## src/rtl/iris_sample_loader.sv

```systemverilog
// iris_sample_loader: frames a byte stream into 4-feature samples and runs one classifier inference per sample
module iris_sample_loader #(
  parameter int DATA_WIDTH  = 8,
  parameter int TIMEOUT_CYC = 1024,
  parameter int CNT_WIDTH   = 16
) (
  input  logic                  clk,
  input  logic                  rst,
  input  logic                  En,
  input  logic                  s_valid,
  input  logic [DATA_WIDTH-1:0] s_data,
  input  logic                  s_last,
  output logic                  s_ready,
  output logic [DATA_WIDTH-1:0] X1,
  output logic [DATA_WIDTH-1:0] X2,
  output logic [DATA_WIDTH-1:0] X3,
  output logic [DATA_WIDTH-1:0] X4,
  output logic                  Run,
  input  logic                  nn_done,
  input  logic [2:0]            nn_class,
  output logic [2:0]            class_out,
  output logic                  class_valid,
  output logic                  frame_err,
  output logic                  timeout_err,
  output logic [CNT_WIDTH-1:0]  sample_cnt
);
  localparam int TW = $clog2(TIMEOUT_CYC);
  typedef enum logic [1:0] {LOAD, BUSY, REPORT} state_t;
  state_t                state_q, state_d;
  logic [1:0]            idx_q, idx_d;
  logic [DATA_WIDTH-1:0] x_q [4];
  logic [DATA_WIDTH-1:0] x_d [4];
  logic [TW-1:0]         tmo_q, tmo_d;
  logic [CNT_WIDTH-1:0]  cnt_q, cnt_d;
  logic [2:0]            class_q, class_d;
  logic                  run_q, run_d, ready_q, ready_d;
  logic                  cv_q, cv_d, fe_q, fe_d, te_q, te_d;
  always_comb begin
    state_d = state_q;
    idx_d   = idx_q;
    x_d     = x_q;
    tmo_d   = tmo_q;
    cnt_d   = cnt_q;
    class_d = class_q;
    run_d   = run_q;
    ready_d = 1'b0;
    cv_d    = 1'b0;
    fe_d    = 1'b0;
    te_d    = 1'b0;
    if (En) begin
      case (state_q)
        LOAD: if (s_valid && ready_q) begin
          x_d[idx_q] = s_data;
          idx_d = idx_q + 2'd1;
          if (s_last != (idx_q == 2'd3)) begin
            fe_d  = 1'b1;
            idx_d = 2'd0;
          end else if (s_last) begin
            state_d = BUSY;
            run_d   = 1'b1;
          end
        end
        BUSY: begin
          tmo_d = tmo_q + TW'(1);
          // a zero counter marks the first BUSY cycle, where a stale done level is ignored
          if (nn_done && tmo_q != '0) begin
            state_d = REPORT;
            class_d = nn_class;
            run_d   = 1'b0;
            tmo_d   = '0;
            cv_d    = 1'b1;
            cnt_d   = cnt_q + CNT_WIDTH'(1);
          end else if (tmo_q == TW'(TIMEOUT_CYC - 1)) begin
            state_d = LOAD;
            run_d   = 1'b0;
            tmo_d   = '0;
            te_d    = 1'b1;
          end
        end
        default: state_d = LOAD;
      endcase
      ready_d = state_d == LOAD;
    end
  end
  always_ff @(posedge clk or negedge rst) begin
    if (!rst) begin
      state_q <= LOAD;
      idx_q   <= '0;
      x_q     <= '{default: '0};
      tmo_q   <= '0;
      cnt_q   <= '0;
      class_q <= '0;
      run_q   <= 1'b0;
      ready_q <= 1'b0;
      cv_q    <= 1'b0;
      fe_q    <= 1'b0;
      te_q    <= 1'b0;
    end else begin
      state_q <= state_d;
      idx_q   <= idx_d;
      x_q     <= x_d;
      tmo_q   <= tmo_d;
      cnt_q   <= cnt_d;
      class_q <= class_d;
      run_q   <= run_d;
      ready_q <= ready_d;
      cv_q    <= cv_d;
      fe_q    <= fe_d;
      te_q    <= te_d;
    end
  end
  assign s_ready     = ready_q;
  assign X1          = x_q[0];
  assign X2          = x_q[1];
  assign X3          = x_q[2];
  assign X4          = x_q[3];
  assign Run         = run_q;
  assign class_out   = class_q;
  assign class_valid = cv_q;
  assign frame_err   = fe_q;
  assign timeout_err = te_q;
  assign sample_cnt  = cnt_q;
endmodule

```

## config.mk

```make
export PLATFORM = sky130hd
export DESIGN_NAME = iris_sample_loader
export DESIGN_NICKNAME = d
export VERILOG_FILES = /design/src/rtl/iris_sample_loader.sv
export SDC_FILE = /design/constraint.sdc
export NUM_CORES = 1
export LEC_CHECK = 0
export ABC_CLOCK_PERIOD_IN_PS = 3700
export BUFFER_PORTS_ARGS = -buffer_cell sky130_fd_sc_hd__buf_4
export CAP_MARGIN = 20
export CORE_UTILIZATION = 57
export DETAILED_ROUTE_END_ITERATION = 10
export GPL_TIMING_DRIVEN = 0
export PLACE_DENSITY = 0.84
export SLEW_MARGIN = 15
export SYNTH_ARGS = -nofsm -noshare
export SYNTH_HDL_FRONTEND = slang
export SYNTH_SLANG_ARGS = --single-unit
```

## constraint.sdc

```tcl
create_clock -name clk -period 3.7 [get_ports clk]
set_clock_uncertainty 0.05 [all_clocks]
set_input_delay 0.185 -clock clk [delete_from_list [all_inputs] [get_ports clk]]
set_output_delay 0.185 -clock clk [all_outputs]
set_load 0.05 [all_outputs]
```

==> results of run 1 <==
## registers in the layout, summed over array words and instances, names as in the netlist, 2 cells and up
signal      cells
X1              8
sample_cnt     16
class_out       3
X3              8
X2              8
X4              8
state_q         2
idx_q           2
tmo_q          10
## how the worst max path moves through the flow
stage,endpoint,start,cells past startpoint,slack (ns)
2_1_floorplan,tmo_q[4]$_DFFE_PN0P_,tmo_q[0]$_DFFE_PN0P_,7,1.58
3_3_place_gp,tmo_q[4]$_DFFE_PN0P_,tmo_q[0]$_DFFE_PN0P_,7,1.50
3_5_place_dp,tmo_q[4]$_DFFE_PN0P_,tmo_q[0]$_DFFE_PN0P_,7,1.47
4_1_cts,tmo_q[4]$_DFFE_PN0P_,tmo_q[0]$_DFFE_PN0P_,7,1.43
5_1_grt,tmo_q[4]$_DFFE_PN0P_,tmo_q[0]$_DFFE_PN0P_,7,1.33
6_report,tmo_q[4]$_DFFE_PN0P_,tmo_q[0]$_DFFE_PN0P_,7,1.43
## cells in the final DEF (no fill, tap or decap), types with 2 or more instances in the layout
cell type	netlist	layout
nor2_1	5	5
clkinv_2	0	3
clkbuf_1	3	3
ha_1	7	7
nor4_1	5	5
xor2_1	2	2
and4_1	2	2
inv_1	7	7
nand4_1	12	12
nand2_1	16	16
nand3_1	15	15
a21oi_1	5	5
buf_4	0	72
nand2b_1	2	2
xnor2_1	19	19
nor3_1	4	4
dfrtp_1	70	70
mux2_2	36	36
or3_1	3	3
o21ai_0	7	7
clkbuf_8	0	10
a21o_1	2	2
## metrics by stage
stage	cells	utilization (%)	power [uW]	setup WS [ns]
2_1_floorplan	242	-	2207	1.582
3_3_place_gp	384	71.73	2631	1.500
5_1_grt	401	75.82	3436	1.330
3_5_place_dp	384	71.73	2675	1.469
4_1_cts	401	75.82	3289	1.432
6_report	401	75.82	3272	1.425
## kinds of logic (layout without fill, tap and decap cells)
kind of cell    count (synthesis)  count (layout)  synth area share, %
simple gates                   76              76                14.06
flops                          70              70                57.71
mux                            36              36                13.36
xor+xnor                       21              21                6.059
compound gates                 20              20                4.163
buf+inv                        12             101                1.772
fa+ha+maj                       7               7                2.885
## worst reg2reg max path, cell delays in order, from the launching register on
cell and delay (ns):
dfrtp_1 0.44, inv_1 0.08, ha_1 0.13, or3b_2 0.49, o31a_1 0.27, buf_6 0.14, or4_1 0.49, nand3_1 0.10
## routing by layer
layer | GRT usage, % | routed length [um] | share of wire [%]
met1 | 28.55 | 2667 | 43
met3 | 5.890 | 425 | 6.9
met5 | 0 | 0 | 0
met4 | 11.32 | 82 | 1.3
met2 | 39.24 | 2968 | 48
## power groups by stage
stage / sequential (uW) / clock (uW) / combinational [uW]
floorplan: 1850 / 0 / 355
global placement: 1180 / 0 / 1450
detailed placement: 1190 / 0 / 1480
CTS: 1180 / 618 / 1490
global route: 1220 / 649 / 1570
finish: 1180 / 611 / 1480
## area by class of cell
| cell class | instances | area (um^2) | share of cell area [%] |
|---|---|---|---|
| plain buffers | 5 | 27.53 | 0.7108 |
| clock buffers | 10 | 137.6 | 3.554 |
| clock inverters | 6 | 61.31 | 1.583 |
| inverters | 7 | 26.28 | 0.6785 |
| multi-input cells | 160 | 1230 | 31.76 |
| flip-flops and latches | 70 | 1752 | 45.23 |
| well taps | 70 | 87.58 | 2.262 |
| repair buffers | 73 | 550.5 | 14.22 |
==> results.md, run 1 <==
* Post-DP HPWL at 4274 um
* Num CTS Buffers at 9
* Worst Setup End Kind: register
* Max Root-Sink Buffers at 2
* Flops & latches, synth at 70
* WP data arrival at 2.50 ns
* Total number of vias at 2,204
* Post-CTS Setup Bufs at 0
* Initial antenna violation count at 0
* Clk sinks at 70
* Synth cell types at 39
* # fillers at 336
* Synthesized instance count at 242
* Mapped Nets at 266
* Drt wl/cell at about 15 um
* Top-area cell type share of the netlist area at 57.71%
* Core area at just over 5000 um^2
* Switching share of power at 44.32%
* Worst Hold End: class_out[2]$_DFFE_PN0P_
* Die X-Extent at approximately 75 um
* Logic pwr share at 45.2%
* Setup TNS at 0 ns
* Clock tree root buffer cell: clkbuf_8
* Crit start category: register
* RSZ-0062 raised after global routing: false
* Worst Hold Class: in2reg
* Total congestion overflow at 0
* EDFF count, synth at 0
* CTS HTree Levels at 3
* Number of nets with antenna violations after routing at 0
* Most frequent cells after synthesis: dfrtp_1 (70), mux2_2 (36), xnor2_1 (19)
* DR pass1 iterations at 5
* Fin crit share at 61.48%
* Final min period at 2.275 ns
* Chip height at between 70 and 80 um
* Cell-internal power at 1822 uW
* F_max at 0.4396 GHz
* Synth Area per Inst at 12.54 um^2
* Slew at the pin closest to its max-slew limit at 0.8566 ns
* Synth area leader: dfrtp_1
* RD Place Congestion at 0.8077
* Clock transition at the registers of the reported paths at 0.07 ns
* Largest net degree at the start of global routing at 71
* Vias in the first global route at 2,075
* Ranking of synthesized cells by area: dfrtp_1 (58%), mux2_2 (13%), xnor2_1 (5.5%), ha_1 (2.9%), nand3_1 (2.5%)
* Status: finished clean
* Wire length of the first global-routing pass at a little under 10,000 um
* Sequential share of power at 36.1%
* Worst Path Max Fanout at 10
* Sequential area share after synthesis at between 50 and 60%
* Warnings, synthesis at 0
* Synth-to-layout area growth at 27.58%
* Critical Path RT at 3.93 ns
* CP bufs+invs at 2
* CP delay by family, top: simple AND/OR/NAND/NOR gates
* Final hold vios at 0
* Async SR Flop Fraction at 100.0%
* Number of placed I/O pins at 73
* Leakage power at around 0.0018 uW
* All-Layer GR Usage at between 20% and 30%
* Critical path, cell by cell: inv_1 -> ha_1 -> or3b_2 -> o31a_1 -> buf_6 -> or4_1 -> nand3_1
* R2r worst-path depth at 7
* DR DRC count at 0
* Hold Crit Depth at 2
* Kind of critical path: reg2reg
* Clock power share at 18.7%
* CTS tree: done
* Share of cells above drive strength 1 at roughly two fifths
* Nets at 350
* Primary FF master, synth: dfrtp_1
* Flop-to-flop setup slack at 1.43 ns
* Clk_lat worst skew at 0.34 ns
* Placed cell areas at 3664 um^2
* PD cells at about 840 nW/um^2
* Peak VDD IR at 0.5214 mV
* Slew Viols, Final at 0
* Initial DRC count at 102
* WHS at 0.02233 ns
* Largest stage delay on the critical path at 0.49 ns
* Starting Density at 59.43%
* Max_cap viols at 0
* Setup Viol. Count Final at 0
* FF-to-FF End: tmo_q[4]$_DFFE_PN0P_
* Diode count at 0
* Relative slew margins at 42.89%
* Hold_sp: nn_class[2]
* Design area at between 3000 and 4000 um^2
* R2r startpoint: tmo_q[0]$_DFFE_PN0P_
* Post-detailed-routing wire length at 6145 um
* Hold_buf cts at 1
* Most frequent cell after synthesis: dfrtp_1
* Crit path max-delay cell type: or3b_2
* DIE AREA at 5621 um^2
* Port Buf Inserts at 72
* Post-Syn Area at between 3000 and 4000 um^2
* # rows at 26
* Post-CTS sizing at 0
* Vias per cell at 5.496
* Sw Pwr at 1450 uW
Power figures use the tool's default switching activity.
==> inputs of run 2 (changes only) <==
--- a/config.mk
+++ b/config.mk
@@ -5,13 +5,14 @@
 export SDC_FILE = /design/constraint.sdc
 export NUM_CORES = 1
 export LEC_CHECK = 0
-export ABC_CLOCK_PERIOD_IN_PS = 3700
+export ABC_AREA = 1
+export ABC_CLOCK_PERIOD_IN_PS = 2000
 export BUFFER_PORTS_ARGS = -buffer_cell sky130_fd_sc_hd__buf_4
 export CAP_MARGIN = 20
-export CORE_UTILIZATION = 57
+export CORE_UTILIZATION = 49
 export DETAILED_ROUTE_END_ITERATION = 10
 export GPL_TIMING_DRIVEN = 0
-export PLACE_DENSITY = 0.84
+export PLACE_DENSITY = 0.76
 export SLEW_MARGIN = 15
 export SYNTH_ARGS = -nofsm -noshare
 export SYNTH_HDL_FRONTEND = slang
==> constraint.sdc (replaced) <==
create_clock -name clk -period 2 [get_ports clk]
set_clock_uncertainty 0.05 [all_clocks]
set_input_delay 0.1 -clock clk [delete_from_list [all_inputs] [get_ports clk]]
set_output_delay 0.1 -clock clk [all_outputs]
set_load 0.05 [all_outputs]
==> run 2 against run 1 <==
Effect of this change:
- the flow now finishes with violations (DRC)
- flip-flop and latch count unchanged
- die area increased by 26%
- clock power increased by 69%
- combinational power increased by 110%
- hold slack got worse by 0.012 ns
- register-to-register slack got worse by 1.2 ns
- core utilization decreased by 11 points
- first-iteration DRC count increased by 92%
- sequential power increased by 89%
- routed wire length increased by 22%
- critical endpoint is now state_q[1]$_DFFE_PN0P_
- largest power group unchanged
==> results.md, run 2 <==
* Total congestion overflow at 0 (unchanged)
* Async SR Flop Fraction at 100.0% (unchanged)
* Total power after layout at 6311 uW (+93%)
* Placed cell areas at 3945 um^2 (+7.7%)
* Clk_lat worst skew at 0.35 ns (about the same)
* F_max at 0.5586 GHz (+27%)
* Worst Path Max Fanout at 10 (unchanged)
* Final hold vios at 0 (unchanged)
* Clock transition at the registers of the reported paths at 0.08 ns (about the same)
* Number of placed I/O pins at 73 (unchanged)
* Wire length of the first global-routing pass at 12,590 um (+30%)
* Total number of vias at 2,904 (+32%)
* Clock power share at 16.3% (-2.4 points)
* EDFF count, synth at 0 (unchanged)
* Primary FF master, synth: dfrtp_1
* Most frequent cells after synthesis: nand2_1 (137), dfrtp_1 (70), o21ai_0 (46)
* Drt wl/cell at 13.08 um (-15%)
* Vias per cell at 5.068 (-7.8%)
* Post-detailed-routing wire length at 7496 um (+22%)
* Number of nets with antenna violations after routing at 0 (unchanged)
* Warnings, synthesis at 0 (unchanged)
* Largest net degree at the start of global routing at 71 (unchanged)
* Flops & latches, synth at 70 (unchanged)
* All-Layer GR Usage at 22.64% (-0.83 points)
* Synth area leader: dfrtp_1
* Clock tree root buffer cell: clkbuf_8
* Post-Syn Area at 3308 um^2 (+9.0%)
* Fin crit share at 89.51% (+28 points)
* # fillers at 539 (+60%)
* Logic pwr share at 48.4% (+3.2 points)
* Slew at the pin closest to its max-slew limit at 0.8586 ns (+0.001963 ns)
* Final min period at 1.790 ns (-0.4846 ns)
* CTS HTree Levels at 3 (unchanged)
* Most frequent cells in the layout: nand2_1 (137), buf_4 (75), dfrtp_1 (70), o21ai_0 (46), inv_1 (43)
* Critical Path RT at 2.17 ns (-1.76 ns)
* Die X-Extent at 84.17 um (+12%)
* Crit path max-delay cell type: dfrtp_1
* Starting Density at 51.51% (-7.9 points)
* Status: finished, violations left
* Largest stage delay on the critical path at 0.39 ns (-0.10 ns)
* Synthesized instance count at 403 (+67%)
* Port Buf Inserts at 72 (unchanged)
* Setup Viol. Count Final at 0 (unchanged)
* Sw Pwr at 3081 uW (+110%)
* Design area at 4170 um^2 (+7.7%)
* DR pass1 iterations at 7 (+2)
* Post-DP HPWL at 5469 um (+28%)
* Num CTS Buffers at 9 (unchanged)
* RSZ-0062 raised after global routing: false
* Max Root-Sink Buffers at 2 (unchanged)
* Core area at 6422 um^2 (+26%)
* Synth Area per Inst at 8.209 um^2 (-35%)
* Peak VDD IR at 1.003 mV (+92%)
* Max reg flops at 16 (unchanged)
* Top-area cell type share of the netlist area at 52.95% (-4.8 points)
* Critical path, cell by cell: inv_1 -> ha_1 -> nand2_1 -> nor2_1 -> nand2_1 -> nand2_2 -> nor2_1 -> inv_1 -> buf_2 -> o21ai_0
* Crit start category: register
* Kind of critical path: reg2reg
* Diode count at 0 (unchanged)
* # rows at 29 (+12%)
* Relative slew margins at 42.76% (-0.13 points)
* Commonest non-fill, non-tap cell in the layout: nand2_1
* DIE AREA at 7084 um^2 (+26%)
* Sequential area share after synthesis at 52.95% (-4.8 points)
* DR DRC count at 6 (+6)
* Synth-to-layout area growth at 26.06%
* WHS at 0.01010 ns (-0.01223 ns)
* Synth cell types at 24 (-38%)
* Vias in the first global route at 2,790 (+34%)
* Cell-internal power at 3231 uW (+77%)
* Leakage power at 0.002163 uW (+17%)
* Nets at 515 (+47%)
* CTS tree: done
* Worst Hold Class: in2reg
* Post-CTS Setup Bufs at 0 (unchanged)
* Worst Setup End Kind: register
* Initial DRC count at 196 (+92%)
* Share of cells above drive strength 1 at 20.16% (-20 points)
* Sequential share of power at 35.3% (-0.8 points)
* Setup TNS at 0 ns (unchanged)
* Most frequent cell after synthesis: nand2_1
* Initial antenna violation count at 0 (unchanged)
* Ranking of synthesized cells by area: dfrtp_1 (53%), nand2_1 (16%), o21ai_0 (7.0%), inv_1 (4.9%), nand3_1 (3.9%)
* Max_cap viols at 0 (unchanged)
* Chip height at 84.17 um (+12%)
* Slew Viols, Final at 0 (unchanged)
* RD Place Congestion at 0.8708 (+7.8%)
* Violated checks: DRC
* Mapped Nets at 427 (+61%)
* PD cells at 1513 nW/um^2 (+79%)
* Switching share of power at 48.81% (+4.5 points)
* Clk sinks at 70 (unchanged)
* WP data arrival at 1.96 ns (-0.54 ns)
==> run 2: final timing paths <==
| kind | startpoint | slack, ns | cells after the start | endpoint |
|---|---|---|---|---|
| max in group asynchronous | rst | 0.99 | 2 | X4[7]$_DFFE_PN0P_ |
| min in group asynchronous | rst | 0.36 | 2 | tmo_q[4]$_DFFE_PN0P_ |
| worst max-delay path | tmo_q[0]$_DFFE_PN0P_ | 0.21 | 10 | state_q[1]$_DFFE_PN0P_ |
| worst min register to register | class_out[2]$_DFFE_PN0P_ | 0.43 | 2 | class_out[2]$_DFFE_PN0P_ |
| worst max register to register | tmo_q[0]$_DFFE_PN0P_ | 0.21 | 10 | state_q[1]$_DFFE_PN0P_ |
| worst min-delay path | s_data[5] | 0.01 | 3 | X2[5]$_DFFE_PN0P_ |
==> run 2: per-layer routing <==
metal  global-route usage (%)  vias up  routed length [um]
li1                         -     1453                   -
met1                    27.52     1360                3306
met2                    37.85       83                3565
met3                    8.161        8                 560
met4                    7.053        0                  63
met5                        0        -                   0
==> run 2: power by group through the flow <==
stage	sequential, uW	clock [uW]	combinational [uW]
2_1_floorplan	3550	0	775
3_3_place_gp	2220	0	3000
3_5_place_dp	2230	0	3070
4_1_cts	2230	1040	3080
5_1_grt	2300	1110	3270
6_report	2230	1030	3050
==> run 2: kinds of logic after synthesis <==
kind of cell	share of synthesized area, %
flops	52.95
fa+ha+maj	2.647
compound gates	8.056
simple gates	26.36
buf+inv	7.337
xor+xnor	2.648
==> run 2: timing repair <==
action | CTS | global route
gates resized for setup | 0 | 0
hold buffers | 5 | 0
hold endpoints to repair | 74 | 0
==> run 2: through the flow <==
| step | util, % | worst slack, ns | std cells |
|---|---|---|---|
| 2_1_floorplan | - | 0.2123 | 403 |
| 3_3_place_gp | 61.43 | 0.2399 | 552 |
| 3_5_place_dp | 61.43 | 0.2064 | 552 |
| 4_1_cts | 64.93 | 0.1937 | 573 |
| 5_1_grt | 64.93 | 0.05228 | 573 |
| 6_report | 64.93 | 0.2097 | 573 |
==> run 2: final cells by class <==
class                   count  area [um^2]  area share [%]
flip-flops and latches     70         1752           42.00
plain buffers              10        81.33           1.950
clock buffers              10        137.6           3.300
repair buffers             77        590.6           14.16
well taps                  77        96.34           2.310
multi-input cells         280         1314           31.50
inverters                  43        161.4           3.870
clock inverters             6        37.54          0.9001
==> run 2: critical path, delay by kind of cell (launching register included) <==
family	cells	cell delay, ns
compound gates	1	0.12
flops	1	0.39
fa+ha+maj	1	0.16
simple gates	5	0.45
buf+inv	3	0.50
==> inputs of run 3 (changes only) <==
==> constraint.sdc (replaced) <==
create_clock -name clk -period 2 [get_ports clk]
set_clock_uncertainty 0.05 [all_clocks]
set_input_delay 0.3 -clock clk [delete_from_list [all_inputs] [get_ports clk]]
set_output_delay 0.3 -clock clk [all_outputs]
set_load 0.05 [all_outputs]
==> run 3 against run 2 <==
Effect of this change:
- the flow still finishes with violations (DRC)
- non-clock buffer count down 5
- routed wire length down 0.91%
- clock power about the same
- register-to-register slack about the same
- largest power group unchanged
- sequential share of layout area up 0.51 points
- combinational power about the same
- design area down 1.2%
==> results.md, run 3 (synthesis gave the netlist of run 2 again) <==
* Peak VDD IR at 1.002 mV (about the same)
* Clock tree root buffer cell: clkbuf_8
* DR DRC count at 6 (unchanged)
* CP delay by family, top: buffers and inverters
* Sequential share of power at 35.4% (about the same)
* R2r startpoint: tmo_q[0]$_DFFE_PN0P_
* Initial antenna violation count at 0 (unchanged)
* Post-detailed-routing wire length at 7428 um (-0.91%)
* Switching share of power at 48.77% (about the same)
* Logic pwr share at 48.3% (about the same)
* Cell-internal power at 3224 uW (-0.20%)
* Chip height at 84.17 um (unchanged)
* Num CTS Buffers at 9 (unchanged)
* Slew at the pin closest to its max-slew limit at 0.8515 ns (-0.007083 ns)
* Critical Path RT at 2.17 ns (about the same)
* Design area at 4120 um^2 (-1.2%)
* Placed cell areas at 3945 um^2 (unchanged)
* All-Layer GR Usage at 22.51% (-0.13 points)
* Post-CTS sizing at 0 (unchanged)
* Most frequent cells in the layout: nand2_1 (137), buf_4 (75), dfrtp_1 (70), o21ai_0 (46), inv_1 (43)
* Setup Viol. Count Final at 0 (unchanged)
* Critical path, cell by cell: inv_1 -> ha_1 -> nand2_1 -> nor2_1 -> nand2_1 -> nand2_2 -> nor2_1 -> inv_1 -> buf_2 -> o21ai_0
* Fin crit share at 89.35% (-0.17 points)
* Violated checks: DRC
* Leakage power at 0.002142 uW (-0.97%)
* RSZ-0062 raised after global routing: false
* Die X-Extent at 84.17 um (unchanged)
* Kind of critical path: reg2reg
* Diode count at 0 (unchanged)
* Post-DP HPWL at 5469 um (unchanged)
* Nets at 510 (-0.97%)
* DR pass1 iterations at 8 (+1)
* Initial DRC count at 209 (+6.6%)
* Number of placed I/O pins at 73 (unchanged)
* Wire length of the first global-routing pass at 12,500 um (-0.66%)
* Drt wl/cell at 13.08 um (about the same)
* Core area at 6422 um^2 (unchanged)
* Max reg flops at 16 (unchanged)
* Clk_lat worst skew at 0.34 ns (about the same)
* Largest net degree at the start of global routing at 71 (unchanged)
* Relative slew margins at 43.23% (+0.47 points)
* Starting Density at 51.51% (unchanged)
* Clock power share at 16.2% (about the same)
* CP bufs+invs at 3 (unchanged)
* Vias in the first global route at 2,764 (-0.93%)
* Slew Viols, Final at 0 (unchanged)
* # rows at 29 (unchanged)
* Max_cap viols at 0 (unchanged)
* Commonest non-fill, non-tap cell in the layout: nand2_1
* Final min period at 1.787 ns (-0.003379 ns)
* RD Place Congestion at 0.8708 (unchanged)
* Synth-to-layout area growth at 24.55%
* Crit start category: register
* WP data arrival at 1.95 ns (about the same)
* DIE AREA at 7084 um^2 (unchanged)
* Setup TNS at 0 ns (unchanged)
* CTS HTree Levels at 3 (unchanged)
* CTS tree: done
* Total number of vias at 2,868 (-1.2%)
* Worst Hold Class: in2async
* Hold_buf cts at 0 (-5)
* Worst Path Max Fanout at 10 (unchanged)
* Sw Pwr at 3070 uW (-0.36%)
* F_max at 0.5596 GHz (+0.19%)
* Worst setup startpoint: tmo_q[0]$_DFFE_PN0P_
* Max Root-Sink Buffers at 2 (unchanged)
* Post-CTS Setup Bufs at 0 (unchanged)
* Vias per cell at 5.049 (-0.37%)
* Port Buf Inserts at 72 (unchanged)
* Crit path max-delay cell type: dfrtp_1
* Number of nets with antenna violations after routing at 0 (unchanged)
* Final hold vios at 0 (unchanged)
* Largest stage delay on the critical path at 0.39 ns (about the same)
* Total congestion overflow at 0 (unchanged)
* Status: finished, violations left
* Worst Setup End Kind: register
* Clock transition at the registers of the reported paths at 0.07 ns (about the same)
* Share of cells above drive strength 1 at 20.37% (+0.21 points)
* Clk sinks at 70 (unchanged)
* PD cells at 1528 nW/um^2 (+0.94%)
-- run 3: metrics by stage --
| stage | utilization, % | setup slack (ns) | std cells | power [uW] | hold slack, ns |
|---|---|---|---|---|---|
| detailed placement | 61.43 | 0.2064 | 552 | 5306 | 0.4096 |
| global placement | 61.43 | 0.2399 | 552 | 5220 | 0.4055 |
| floorplan | - | 0.2123 | 403 | 4323 | -0.04559 |
| finish | 64.15 | 0.2131 | 568 | 6294 | 0.02023 |
| CTS | 64.15 | 0.1937 | 568 | 6338 | 0.04882 |
| global route | 64.15 | 0.05228 | 568 | 6662 | 0.08595 |
-- run 3: cell type report --
cell class	instances	area [um^2]
fill	547	2302
inverter	43	161.4
timing repair buffer	72	540.5
sequential	70	1752
buffer	10	81.33
tap	77	96.34
clock inverter	6	37.54
clock buffer	10	137.6
multi-input combinational	280	1314
-- run 3: metal layers --
metal	up-vias	part of all wire (%)	track usage (%)
met5	-	0	0
met4	0	0.39	7.053
met3	2	7.9	8.456
met2	86	48	37.41
met1	1340	43	27.31
li1	1440	-	-
-- run 3: worst paths after layout --
| path | cells after the start | end | slack [ns] |
|---|---|---|---|
| max in group asynchronous | 1 | X4[7]$_DFFE_PN0P_ | 1.34 |
| hold reg to reg | 2 | class_out[1]$_DFFE_PN0P_ | 0.42 |
| hold / removal | 1 | tmo_q[4]$_DFFE_PN0P_ | 0.02 |
| setup / recovery | 10 | state_q[1]$_DFFE_PN0P_ | 0.21 |
| min in group clk | 3 | class_out[1]$_DFFE_PN0P_ | 0.11 |
| setup reg to reg | 10 | state_q[1]$_DFFE_PN0P_ | 0.21 |
-- run 3: power groups by stage --
stage	sequential, uW	combinational, uW	clock [uW]
after floorplan	3550	775	0
after global placement	2220	3000	0
after detailed placement	2230	3070	0
after CTS	2230	3070	1040
after global routing	2290	3260	1100
final	2230	3040	1020
